$ cat config.mk
export PLATFORM = sky130hd
export DESIGN_NAME = ddr3_dfi_phy_lite_flat
export DESIGN_NICKNAME = d
export VERILOG_FILES = /design/src/rtl/ddr3_dfi_phy_lite_if.sv /design/src/rtl/ddr3_dfi_phy_lite.sv /design/src/flat_wrapper.sv
export SDC_FILE = /design/constraint.sdc
export NUM_CORES = 1
export LEC_CHECK = 0
export CORE_AREA = 2 2 79 81
export DETAILED_ROUTE_END_ITERATION = 8
export DIE_AREA = 0 0 81 83
export DONT_BUFFER_PORTS = 1
export HOLD_SLACK_MARGIN = 0.02
export PLACE_DENSITY = 0.73
export SYNTH_ARGS = -nofsm -noshare
export SYNTH_HDL_FRONTEND = slang
export SYNTH_SLANG_ARGS = --single-unit
export TNS_END_PERCENT = 10
$ cat constraint.sdc
create_clock -name clk_i -period 1.9 [get_ports clk_i]
set_input_delay 0.38 -clock clk_i [delete_from_list [all_inputs] [get_ports clk_i]]
set_output_delay 0.38 -clock clk_i [all_outputs]
set_load 0.03 [all_outputs]
$ cat src/rtl/ddr3_dfi_phy_lite_if.sv
// rtl/ddr3_dfi_phy_lite_if.sv - DFI controller-side bus of the DDR3 PHY front end
interface ddr3_dfi_phy_lite_if;
  // Command and DRAM control
  logic        dfi_cs_n_i;
  logic        dfi_ras_n_i;
  logic        dfi_cas_n_i;
  logic        dfi_we_n_i;
  logic        dfi_reset_n_i;
  logic        dfi_cke_i;
  logic        dfi_odt_i;
  logic [14:0] dfi_address_i;
  logic [2:0]  dfi_bank_i;
  // Write data
  logic [31:0] dfi_wrdata_i;
  logic        dfi_wrdata_en_i;
  logic [3:0]  dfi_wrdata_mask_i;
  // Read data
  logic        dfi_rddata_en_i;
  logic [31:0] dfi_rddata_o;
  logic        dfi_rddata_valid_o;
  logic [1:0]  dfi_rddata_dnv_o;

  // Memory controller side
  modport master (
    output dfi_cs_n_i, dfi_ras_n_i, dfi_cas_n_i, dfi_we_n_i,
    output dfi_reset_n_i, dfi_cke_i, dfi_odt_i, dfi_address_i, dfi_bank_i,
    output dfi_wrdata_i, dfi_wrdata_en_i, dfi_wrdata_mask_i, dfi_rddata_en_i,
    input  dfi_rddata_o, dfi_rddata_valid_o, dfi_rddata_dnv_o
  );

  // PHY side
  modport slave (
    input  dfi_cs_n_i, dfi_ras_n_i, dfi_cas_n_i, dfi_we_n_i,
    input  dfi_reset_n_i, dfi_cke_i, dfi_odt_i, dfi_address_i, dfi_bank_i,
    input  dfi_wrdata_i, dfi_wrdata_en_i, dfi_wrdata_mask_i, dfi_rddata_en_i,
    output dfi_rddata_o, dfi_rddata_valid_o, dfi_rddata_dnv_o
  );
endinterface

$ cat src/rtl/ddr3_dfi_phy_lite.sv
// rtl/ddr3_dfi_phy_lite.sv - DFI 1:1 front end: command, write alignment, read latency, IDELAY taps
module ddr3_dfi_phy_lite #(
  parameter int DQS_TAP_DELAY_INIT = 27,
  parameter int DQ_TAP_DELAY_INIT  = 0,
  parameter int TPHY_RDLAT         = 5
) (
  input  logic                      clk_i,
  input  logic                      rst_i,
  ddr3_dfi_phy_lite_if.slave        dfi,
  output logic                      ddr3_cs_n_o,
  output logic                      ddr3_ras_n_o,
  output logic                      ddr3_cas_n_o,
  output logic                      ddr3_we_n_o,
  output logic                      ddr3_reset_n_o,
  output logic                      ddr3_cke_o,
  output logic                      ddr3_odt_o,
  output logic [2:0]                ddr3_ba_o,
  output logic [13:0]               ddr3_addr_o,
  output logic [31:0]               wr_dq_o,
  output logic [3:0]                wr_dm_o,
  output logic                      wr_oe_o,
  input  logic [31:0]               rd_dq_i,
  output logic [4:0]                dqs_tap_o,
  output logic [4:0]                dq_tap_o
);

  localparam logic [4:0] DQS_TAP_RST = 5'(DQS_TAP_DELAY_INIT);
  localparam logic [4:0] DQ_TAP_RST  = 5'(DQ_TAP_DELAY_INIT);

  // Command/control pin registers
  logic        cs_n_q, ras_n_q, cas_n_q, we_n_q;
  logic        reset_n_q, cke_q, odt_q;
  logic [2:0]  ba_q;
  logic [13:0] addr_q;

  // Write path registers
  logic [31:0] wr_dq_q, wr_dq_d;
  logic [3:0]  wr_dm_q, wr_dm_d;
  logic        wr_oe_q, wr_oe_d;

  // Read path: rd_en_sr_q[i] is the enable seen i+1 edges ago
  logic [TPHY_RDLAT-1:0] rd_en_sr_q, rd_en_sr_d;
  logic                  rd_load;
  logic [31:0]           rddata_q, rddata_d;
  logic [1:0]            dnv_q, dnv_d;

  // Tap registers
  logic [4:0] dqs_tap_q, dq_tap_q;

  // The row address is 14 bits on this part; the top DFI address bit is dropped
  logic unused_addr_msb;
  assign unused_addr_msb = dfi.dfi_address_i[14];

  // Register every command/control input once onto the pin side
  always_ff @(posedge clk_i) begin
    if (rst_i) begin
      cs_n_q    <= 1'b1;
      ras_n_q   <= 1'b1;
      cas_n_q   <= 1'b1;
      we_n_q    <= 1'b1;
      reset_n_q <= 1'b0;
      cke_q     <= 1'b0;
      odt_q     <= 1'b0;
      ba_q      <= 3'd0;
      addr_q    <= 14'd0;
    end else begin
      cs_n_q    <= dfi.dfi_cs_n_i;
      ras_n_q   <= dfi.dfi_ras_n_i;
      cas_n_q   <= dfi.dfi_cas_n_i;
      we_n_q    <= dfi.dfi_we_n_i;
      reset_n_q <= dfi.dfi_reset_n_i;
      cke_q     <= dfi.dfi_cke_i;
      odt_q     <= dfi.dfi_odt_i;
      ba_q      <= dfi.dfi_bank_i;
      addr_q    <= dfi.dfi_address_i[13:0];
    end
  end

  // Write data and mask capture only on enabled cycles so the OSERDES sees stable idle values
  always_comb begin
    wr_oe_d = dfi.dfi_wrdata_en_i;
    wr_dq_d = wr_dq_q;
    wr_dm_d = wr_dm_q;
    if (dfi.dfi_wrdata_en_i) begin
      wr_dq_d = dfi.dfi_wrdata_i;
      wr_dm_d = dfi.dfi_wrdata_mask_i;
    end
  end

  // Write path registers, aligned with wr_oe
  always_ff @(posedge clk_i) begin
    if (rst_i) begin
      wr_dq_q <= 32'd0;
      wr_dm_q <= 4'd0;
      wr_oe_q <= 1'b0;
    end else begin
      wr_dq_q <= wr_dq_d;
      wr_dm_q <= wr_dm_d;
      wr_oe_q <= wr_oe_d;
    end
  end

  // Shift the read enable; the last stage's next value marks the edge that presents read data
  always_comb begin
    rd_en_sr_d[0] = dfi.dfi_rddata_en_i;
    for (int i = 1; i < TPHY_RDLAT; i++) begin
      rd_en_sr_d[i] = rd_en_sr_q[i-1];
    end
    rd_load  = rd_en_sr_d[TPHY_RDLAT-1];
    rddata_d = rd_load ? rd_dq_i : rddata_q;
    dnv_d    = {2{~rd_load}};
  end

  // Read latency pipeline and returned data; reset drops every pending read
  always_ff @(posedge clk_i) begin
    if (rst_i) begin
      rd_en_sr_q <= '0;
      rddata_q   <= 32'd0;
      dnv_q      <= 2'b11;
    end else begin
      rd_en_sr_q <= rd_en_sr_d;
      rddata_q   <= rddata_d;
      dnv_q      <= dnv_d;
    end
  end

  // IDELAY taps load their initial value on reset and are static afterwards
  always_ff @(posedge clk_i) begin
    if (rst_i) begin
      dqs_tap_q <= DQS_TAP_RST;
      dq_tap_q  <= DQ_TAP_RST;
    end else begin
      dqs_tap_q <= dqs_tap_q;
      dq_tap_q  <= dq_tap_q;
    end
  end

  assign ddr3_cs_n_o    = cs_n_q;
  assign ddr3_ras_n_o   = ras_n_q;
  assign ddr3_cas_n_o   = cas_n_q;
  assign ddr3_we_n_o    = we_n_q;
  assign ddr3_reset_n_o = reset_n_q;
  assign ddr3_cke_o     = cke_q;
  assign ddr3_odt_o     = odt_q;
  assign ddr3_ba_o      = ba_q;
  assign ddr3_addr_o    = addr_q;

  assign wr_dq_o = wr_dq_q;
  assign wr_dm_o = wr_dm_q;
  assign wr_oe_o = wr_oe_q;

  assign dfi.dfi_rddata_o       = rddata_q;
  assign dfi.dfi_rddata_valid_o = rd_en_sr_q[TPHY_RDLAT-1];
  assign dfi.dfi_rddata_dnv_o   = dnv_q;

  assign dqs_tap_o = dqs_tap_q;
  assign dq_tap_o  = dq_tap_q;

endmodule

$ cat src/flat_wrapper.sv
// flat-port wrapper written by rule: the top's interface ports become plain ports
module ddr3_dfi_phy_lite_flat 
#(
  parameter int DQS_TAP_DELAY_INIT = 27,
  parameter int DQ_TAP_DELAY_INIT  = 0,
  parameter int TPHY_RDLAT         = 5
)
  (clk_i, rst_i, ddr3_cs_n_o, ddr3_ras_n_o, ddr3_cas_n_o, ddr3_we_n_o, ddr3_reset_n_o, ddr3_cke_o, ddr3_odt_o, ddr3_ba_o, ddr3_addr_o, wr_dq_o, wr_dm_o, wr_oe_o, rd_dq_i, dqs_tap_o, dq_tap_o, dfi_dfi_cs_n_i, dfi_dfi_ras_n_i, dfi_dfi_cas_n_i, dfi_dfi_we_n_i, dfi_dfi_reset_n_i, dfi_dfi_cke_i, dfi_dfi_odt_i, dfi_dfi_address_i, dfi_dfi_bank_i, dfi_dfi_wrdata_i, dfi_dfi_wrdata_en_i, dfi_dfi_wrdata_mask_i, dfi_dfi_rddata_en_i, dfi_dfi_rddata_o, dfi_dfi_rddata_valid_o, dfi_dfi_rddata_dnv_o);
  ddr3_dfi_phy_lite_if dfi_i ();
  input  logic clk_i;
  input  logic rst_i;
  output logic ddr3_cs_n_o;
  output logic ddr3_ras_n_o;
  output logic ddr3_cas_n_o;
  output logic ddr3_we_n_o;
  output logic ddr3_reset_n_o;
  output logic ddr3_cke_o;
  output logic ddr3_odt_o;
  output logic [2:0] ddr3_ba_o;
  output logic [13:0] ddr3_addr_o;
  output logic [31:0] wr_dq_o;
  output logic [3:0] wr_dm_o;
  output logic wr_oe_o;
  input  logic [31:0] rd_dq_i;
  output logic [4:0] dqs_tap_o;
  output logic [4:0] dq_tap_o;
  input wire logic [$bits(dfi_i.dfi_cs_n_i)-1:0] dfi_dfi_cs_n_i;
  input wire logic [$bits(dfi_i.dfi_ras_n_i)-1:0] dfi_dfi_ras_n_i;
  input wire logic [$bits(dfi_i.dfi_cas_n_i)-1:0] dfi_dfi_cas_n_i;
  input wire logic [$bits(dfi_i.dfi_we_n_i)-1:0] dfi_dfi_we_n_i;
  input wire logic [$bits(dfi_i.dfi_reset_n_i)-1:0] dfi_dfi_reset_n_i;
  input wire logic [$bits(dfi_i.dfi_cke_i)-1:0] dfi_dfi_cke_i;
  input wire logic [$bits(dfi_i.dfi_odt_i)-1:0] dfi_dfi_odt_i;
  input wire logic [$bits(dfi_i.dfi_address_i)-1:0] dfi_dfi_address_i;
  input wire logic [$bits(dfi_i.dfi_bank_i)-1:0] dfi_dfi_bank_i;
  input wire logic [$bits(dfi_i.dfi_wrdata_i)-1:0] dfi_dfi_wrdata_i;
  input wire logic [$bits(dfi_i.dfi_wrdata_en_i)-1:0] dfi_dfi_wrdata_en_i;
  input wire logic [$bits(dfi_i.dfi_wrdata_mask_i)-1:0] dfi_dfi_wrdata_mask_i;
  input wire logic [$bits(dfi_i.dfi_rddata_en_i)-1:0] dfi_dfi_rddata_en_i;
  output wire logic [$bits(dfi_i.dfi_rddata_o)-1:0] dfi_dfi_rddata_o;
  output wire logic [$bits(dfi_i.dfi_rddata_valid_o)-1:0] dfi_dfi_rddata_valid_o;
  output wire logic [$bits(dfi_i.dfi_rddata_dnv_o)-1:0] dfi_dfi_rddata_dnv_o;
  assign dfi_i.dfi_cs_n_i = dfi_dfi_cs_n_i;
  assign dfi_i.dfi_ras_n_i = dfi_dfi_ras_n_i;
  assign dfi_i.dfi_cas_n_i = dfi_dfi_cas_n_i;
  assign dfi_i.dfi_we_n_i = dfi_dfi_we_n_i;
  assign dfi_i.dfi_reset_n_i = dfi_dfi_reset_n_i;
  assign dfi_i.dfi_cke_i = dfi_dfi_cke_i;
  assign dfi_i.dfi_odt_i = dfi_dfi_odt_i;
  assign dfi_i.dfi_address_i = dfi_dfi_address_i;
  assign dfi_i.dfi_bank_i = dfi_dfi_bank_i;
  assign dfi_i.dfi_wrdata_i = dfi_dfi_wrdata_i;
  assign dfi_i.dfi_wrdata_en_i = dfi_dfi_wrdata_en_i;
  assign dfi_i.dfi_wrdata_mask_i = dfi_dfi_wrdata_mask_i;
  assign dfi_i.dfi_rddata_en_i = dfi_dfi_rddata_en_i;
  assign dfi_dfi_rddata_o = dfi_i.dfi_rddata_o;
  assign dfi_dfi_rddata_valid_o = dfi_i.dfi_rddata_valid_o;
  assign dfi_dfi_rddata_dnv_o = dfi_i.dfi_rddata_dnv_o;
  ddr3_dfi_phy_lite #(.DQS_TAP_DELAY_INIT(DQS_TAP_DELAY_INIT), .DQ_TAP_DELAY_INIT(DQ_TAP_DELAY_INIT), .TPHY_RDLAT(TPHY_RDLAT)) u_core (.clk_i(clk_i), .rst_i(rst_i), .dfi(dfi_i), .ddr3_cs_n_o(ddr3_cs_n_o), .ddr3_ras_n_o(ddr3_ras_n_o), .ddr3_cas_n_o(ddr3_cas_n_o), .ddr3_we_n_o(ddr3_we_n_o), .ddr3_reset_n_o(ddr3_reset_n_o), .ddr3_cke_o(ddr3_cke_o), .ddr3_odt_o(ddr3_odt_o), .ddr3_ba_o(ddr3_ba_o), .ddr3_addr_o(ddr3_addr_o), .wr_dq_o(wr_dq_o), .wr_dm_o(wr_dm_o), .wr_oe_o(wr_oe_o), .rd_dq_i(rd_dq_i), .dqs_tap_o(dqs_tap_o), .dq_tap_o(dq_tap_o));
endmodule
==> impl_metrics.json, run 1 <==
{
  "antenna_found_initial": 0,
  "yosysSeqAreaShare_pct": 58.7,
  "cts_made_buffers": 9,
  "grt_pass1_wl_um": 9070,
  "worstMarginPinSlew_ns": 0.586,
  "drive_above_1_share_pct": 6.83,
  "setup_ws_ns": 0.468,
  "ys_warn_count": 0,
  "dp_slack_ns": 0.679,
  "clock.fmax_mhz": 698,
  "grt_max_degree": 99,
  "pwr-share-clk_pct": 36.4,
  "drt_first_iter_violations": 72,
  "start_util_pct": 58.1,
  "setup_viol": 0,
  "post_cts_resized": 0,
  "slew_viol_final": 0,
  "critical_path_depth": 0,
  "ff2ff_path_depth": 3,
  "port_buffers": 0,
  "ant_nets": 0,
  "dieArea_sq_um": 6720,
  "switchingPower_mw": 0.970,
  "tns_ns": 0,
  "layout_commonest_cell": "dfxtp_1",
  "min_period_ns": 1.43,
  "ys_ff_latch": 99,
  "core_area_sq_um": 5820,
  "mappedNetlistArea_sq_um": 3380,
  "power_frac_seq_pct": 60.1,
  "cts_tree": "done",
  "overflow": 0,
  "hold_ws_ns": 0.0939,
  "rsz0062_at_grt": "false",
  "design_area_sq_um": 3490,
  "internal-power_mw": 2.98,
  "worst_skew_pair.late_latency_ns": 0.34,
  "post_drt_wl_per_cell_um": 16.2,
  "drtPass1Iterations": 4,
  "track_usage_pct": 17.6,
  "grt_pass1_vias": 1952,
  "peakVddDrop_uv": 646,
  "cp_data_required_time_ns": 1.52,
  "fp.dieW_um": 81,
  "placed_area_sq_um": 3260,
  "worstPathArrival_ns": 1.05,
  "combPwrFrac_pct": 3.5,
  "antenna_cells": 0,
  "clkTransAtPathRegs_ns": 0.09,
  "layout_common_cells": "dfxtp_1, mux2i_1, nor2_1",
  "status": "complete, no violations",
  "fillerInstances": 513,
  "hold_depth": 1,
  "synth.avg_cell_area_sq_um": 11.3,
  "finalWirelength_um": 5950,
  "crit_path_end_kind": "primary output",
  "hold_viol_final": 0,
  "crit_path_start_kind": "flip-flop",
  "cts_sinks": 99,
  "post_cts_buffers": 0,
  "cts_hold_buf": 0,
  "gp_congestion": 0.731,
  "via_per_inst": 5.13,
  "cp_max_fo": 2,
  "dp.final_hpwl_um": 4300,
  "leakage_nw": 1.41,
  "drc": 0,
  "die_y_um": 83,
  "hold_path_class": "primary input to flip-flop",
  "rows": 28,
  "timing_worst_setup_path_type": "flip-flop to primary output",
  "clock_path_buffers": 2,
  "htree_levels": 3,
  "ios": 203,
  "dpl.cell_count": 352,
  "vias": 1889,
  "syn_inst": 298,
  "p_per_area_nw_per_um2": 1130,
  "area_delta_synth_final_pct": 3.26,
  "max-slew-margin-rel_pct": 60.9,
  "swShare_pct": 24.5,
  "finClkSkew_ns": 0.00657,
  "ys_types": 13,
  "maxCapViolations": 0,
  "fin_cells": 368,
  "fin_nets": 385,
  "timing.final.crit_share_pct": 75.4,
  "cts-root-buf": "clkbuf_8"
}
-- synth_stat cells --
| library cell | number | share of area (%) |
|---|---|---|
| nor2_1 | 68 | 7.6 |
| or2_1 | 2 | 0.37 |
| dfxtp_1 | 99 | 59 |
| or2_2 | 2 | 0.37 |
| buf_2 | 7 | 1.0 |
| nor2b_1 | 26 | 4.8 |
| buf_12 | 3 | 1.8 |
| conb_1 | 2 | 0.22 |
| inv_1 | 1 | 0.11 |
| buf_6 | 6 | 2.0 |
| buf_1 | 2 | 0.22 |
| buf_4 | 12 | 2.7 |
| mux2i_1 | 68 | 20 |
-- power groups by stage --
stage	Sequential (mW)	Combinational, mW	Clock (mW)
3_5_place_dp	2.42	0.143	0
6_report	2.38	0.139	1.44
5_1_grt	2.39	0.157	1.58
2_1_floorplan	2.40	0.210	0
4_1_cts	2.38	0.141	1.49
3_3_place_gp	2.42	0.134	0
-- cell type report --
type,count,area (sq um),area share [%]
clock inverters,7,101,2.91
inverters,1,3.75,0.108
repair buffers,1,20.0,0.574
clock buffers,9,124,3.55
flip-flops and latches,99,1980,56.9
well taps,75,93.8,2.69
multi-input cells,176,1160,33.3
-- path summary, 6_finish.rpt --
| check | start | endpoint | slack [ns] |
|---|---|---|---|
| setup / recovery | u_core.dfi.dfi_rddata_dnv_o[0]$_SDFF_PP1_ | dfi_dfi_rddata_dnv_o[0] | 0.47 |
| hold reg to reg | u_core.rd_en_sr_q[2]$_SDFF_PP0_ | u_core.rd_en_sr_q[3]$_SDFF_PP0_ | 0.43 |
| setup reg to reg | u_core.rd_en_sr_q[3]$_SDFF_PP0_ | u_core.dfi.dfi_rddata_o[26]$_SDFFE_PP0P_ | 0.67 |
| hold / removal | rst_i | u_core.wr_dq_o[16]$_SDFFE_PP0P_ | 0.09 |
-- through the flow --
stage / util, % / total power [mW]
floorplan: - / 2.61
global placement: 56.1 / 2.56
detailed placement: 56.1 / 2.57
CTS: 60.0 / 4.01
global route: 60.0 / 4.12
finish: 60.0 / 3.95
-- registers in the layout (all words and copies together) (netlist names) --
name	flops
u_core.wr_dq_o	32
u_core.rd_en_sr_q	5
u_core.ddr3_addr_o	14
u_core.dfi.dfi_rddata_dnv_o	1
u_core.ddr3_cas_n_o	1
u_core.ddr3_we_n_o	1
u_core.ddr3_cke_o	1
u_core.ddr3_reset_n_o	1
u_core.wr_oe_o	1
u_core.ddr3_ras_n_o	1
u_core.wr_dm_o	4
u_core.ddr3_cs_n_o	1
u_core.ddr3_ba_o	3
u_core.dfi.dfi_rddata_o	32
u_core.ddr3_odt_o	1
-- layer usage --
layer / part of all wire [%] / track usage, %
met5: 0 / 0
met1: 38 / 18.9
met3: 12 / 6.74
met4: 2.5 / 10.6
met2: 47 / 28.7
-- cell families (layout without fill, tap and decap cells) --
family	Yosys count	count (layout)	synth area share, %
buf+inv	31	18	7.82
flops	99	99	58.7
mux	68	68	20.2
other cells	2	10	0.222
simple gates	98	98	13.1
(Power assumes the default switching activity.)
==> run 2: changes to the inputs <==
Settings changed: CORE_AREA 2 2 79 81 to 2 2 78 80, DIE_AREA 0 0 81 83 to 0 0 80 82, PLACE_DENSITY 0.73 to 0.75.
Clock period 1.9 ns to 1.4 ns, I/O delays scaled along.
==> run 2 against run 1 <==
Global-route usage grew 3.6 points. Sequential power grew 36%. Core utilization grew 10 points. Clock skew grew 0.0047 ns. Total power grew 36%. Design area grew 16%. Die area shrank 2.4%. First-iteration DRC count shrank 6.9%. Flip-flop and latch count is the same. Worst setup slack lost 0.45 ns. Wire length grew 22%. Largest power group unchanged.
==> impl_metrics.json, run 2 (synthesized netlist as in run 1, its figures left out) <==
{
  "clkTransAtPathRegs_ns": 0.09,
  "peakVddDrop_uv": 1110,
  "cts_tree": "done",
  "vias": 2165,
  "gp_congestion": 0.686,
  "overflow": 0,
  "setup_viol": 0,
  "cpLargestDelayFamily": "buffers and inverters",
  "dp.final_hpwl_um": 4320,
  "timing_worst_setup_path_type": "primary input to flip-flop",
  "antenna_found_initial": 0,
  "crit_path_top_delay_cell": "dlygate4sd3_1",
  "worstPathArrival_ns": 1.62,
  "timing.final.crit_share_pct": 98.7,
  "tns_ns": 0,
  "leakage_nw": 1.71,
  "layout_common_cells": "dfxtp_1, mux2i_1, nor2_1",
  "switchingPower_mw": 1.41,
  "ant_nets": 0,
  "post_drt_wl_per_cell_um": 17.1,
  "power_frac_seq_pct": 60.0,
  "fin_nets": 439,
  "port_buffers": 0,
  "maxCapViolations": 0,
  "cts_sinks": 99,
  "combPwrFrac_pct": 6.4,
  "clock_path_buffers": 2,
  "cts_made_buffers": 9,
  "dieArea_sq_um": 6560,
  "internal-power_mw": 3.98,
  "cts-root-buf": "clkbuf_8",
  "grt_pass1_wl_um": 10500,
  "die_y_um": 82,
  "slowest_delay_ns": 0.54,
  "track_usage_pct": 21.2,
  "grt_max_degree": 51,
  "crit_chain": "dlygate4sd3_1 > or2_2 > dlygate4sd3_1",
  "core_area_sq_um": 5750,
  "rows": 28,
  "pwr-share-clk_pct": 33.6,
  "finalWirelength_um": 7230,
  "path_common_cell": "dlygate4sd3_1",
  "worst_skew_pair.late_latency_ns": 0.35,
  "swShare_pct": 26.1,
  "critPathBufInv": 2,
  "fillerInstances": 418,
  "r2r_slack_ns": 0.04,
  "hold_path_class": "primary input to flip-flop",
  "drc": 0,
  "rsz0062_at_grt": "false",
  "drive_above_1_share_pct": 13.0,
  "crit_path_start_kind": "primary input",
  "hold_ws_ns": 0.0648,
  "cp_max_fo": 1,
  "clock.fmax_mhz": 724,
  "crit_path_end_kind": "flip-flop",
  "min_period_ns": 1.38,
  "area_delta_synth_final_pct": 19.6,
  "finClkSkew_ns": 0.0113,
  "start_util_pct": 58.8,
  "p_per_area_nw_per_um2": 1330,
  "via_per_inst": 5.13,
  "grt_pass1_vias": 2127,
  "antenna_cells": 0,
  "fp.dieW_um": 80,
  "drt_first_iter_violations": 67,
  "status": "complete, no violations",
  "post_cts_buffers": 0,
  "htree_levels": 3,
  "drtPass1Iterations": 4,
  "slew_viol_final": 0,
  "ios": 203,
  "layout_commonest_cell": "dfxtp_1",
  "cp_data_required_time_ns": 1.64,
  "hold_viol_final": 0
}
-- run 2: cell types whose count changed in the layout (fill, tap and decap cells not counted) --
cell           previous run  this run
dfxtp_2                   1        24
inv_6                     1         2
dfxtp_1                  98        75
clkinv_2                  0         1
dlygate4sd3_1             0        52
buf_12                    1         2
clkinv_4                  2         1
buf_4                     0         1
bufinv_16                 2         1
-- run 2: stage by stage --
step	setup slack [ns]	total power, mW	std cells	instance area [sq um]	util, %
2_1_floorplan	0.420	3.55	306	3410	-
5_1_grt	0.0000210	5.62	422	4040	70.3
3_5_place_dp	0.408	3.48	353	3270	56.9
4_1_cts	0.0410	5.38	418	3970	69.1
3_3_place_gp	0.455	3.47	353	3270	56.9
6_report	0.0184	5.39	422	4040	70.3
-- run 2: layout make-up --
cell class                 count  area (sq um)  area share [%]
sequential                    99          2010            49.8
tap                           75          93.8            2.32
inverter                       1          3.75          0.0929
multi-input combinational    176          1160            28.7
clock buffer                   9           124            3.07
clock inverter                 7          76.3            1.89
timing repair buffer          55           568            14.1
-- run 2: worst register-to-register path, stage by stage, from the launching register on --
cell	delay [ns]
dfxtp_1	0.53
mux2i_1	0.12
nor2_1	0.10
dlygate4sd3_1	0.55
-- run 2: routing by layer --
metal,GRT usage [%],routed length (um),vias up,share of wire [%]
li1,-,-,1025,-
met1,22.7,2650,1003,37
met2,37.4,3770,127,52
met3,9.12,685,10,9.5
met4,7.97,122,0,1.7
met5,0,0,-,0
-- run 2: final timing paths --
| check | end | depth (start not counted) | from |
|---|---|---|---|
| setup / recovery | u_core.ddr3_we_n_o$_SDFF_PP1_ | 3 | dfi_dfi_we_n_i |
| hold / removal | u_core.ddr3_addr_o[6]$_SDFF_PP0_ | 1 | dfi_dfi_address_i[6] |
| setup reg to reg | u_core.wr_dq_o[28]$_SDFFE_PP0P_ | 3 | u_core.wr_dq_o[28]$_SDFFE_PP0P_ |
| hold reg to reg | u_core.rd_en_sr_q[1]$_SDFF_PP0_ | 1 | u_core.rd_en_sr_q[0]$_SDFF_PP0_ |
-- run 2: timing repair --
| action | CTS | global route |
|---|---|---|
| hold endpoints to repair | 96 | 3 |
| setup endpoints to repair | 0 | 23 |
| hold buffers | 49 | 4 |
| gates resized for setup | 0 | 23 |
-- run 2: power groups by stage --
| stage | Clock [mW] | Sequential [mW] | Combinational, mW |
|---|---|---|---|
| 2_1_floorplan | 0 | 3.26 | 0.285 |
| 3_3_place_gp | 0 | 3.29 | 0.186 |
| 3_5_place_dp | 0 | 3.29 | 0.197 |
| 4_1_cts | 1.83 | 3.22 | 0.328 |
| 5_1_grt | 2.00 | 3.25 | 0.377 |
| 6_report | 1.81 | 3.23 | 0.345 |
==> run 3: changes to the inputs <==
Settings changed: ABC_CLOCK_PERIOD_IN_PS from default to 1400.
==> results of run 3 <==
Same layout as run 2: the final DEF is identical, and so are final timing and power.
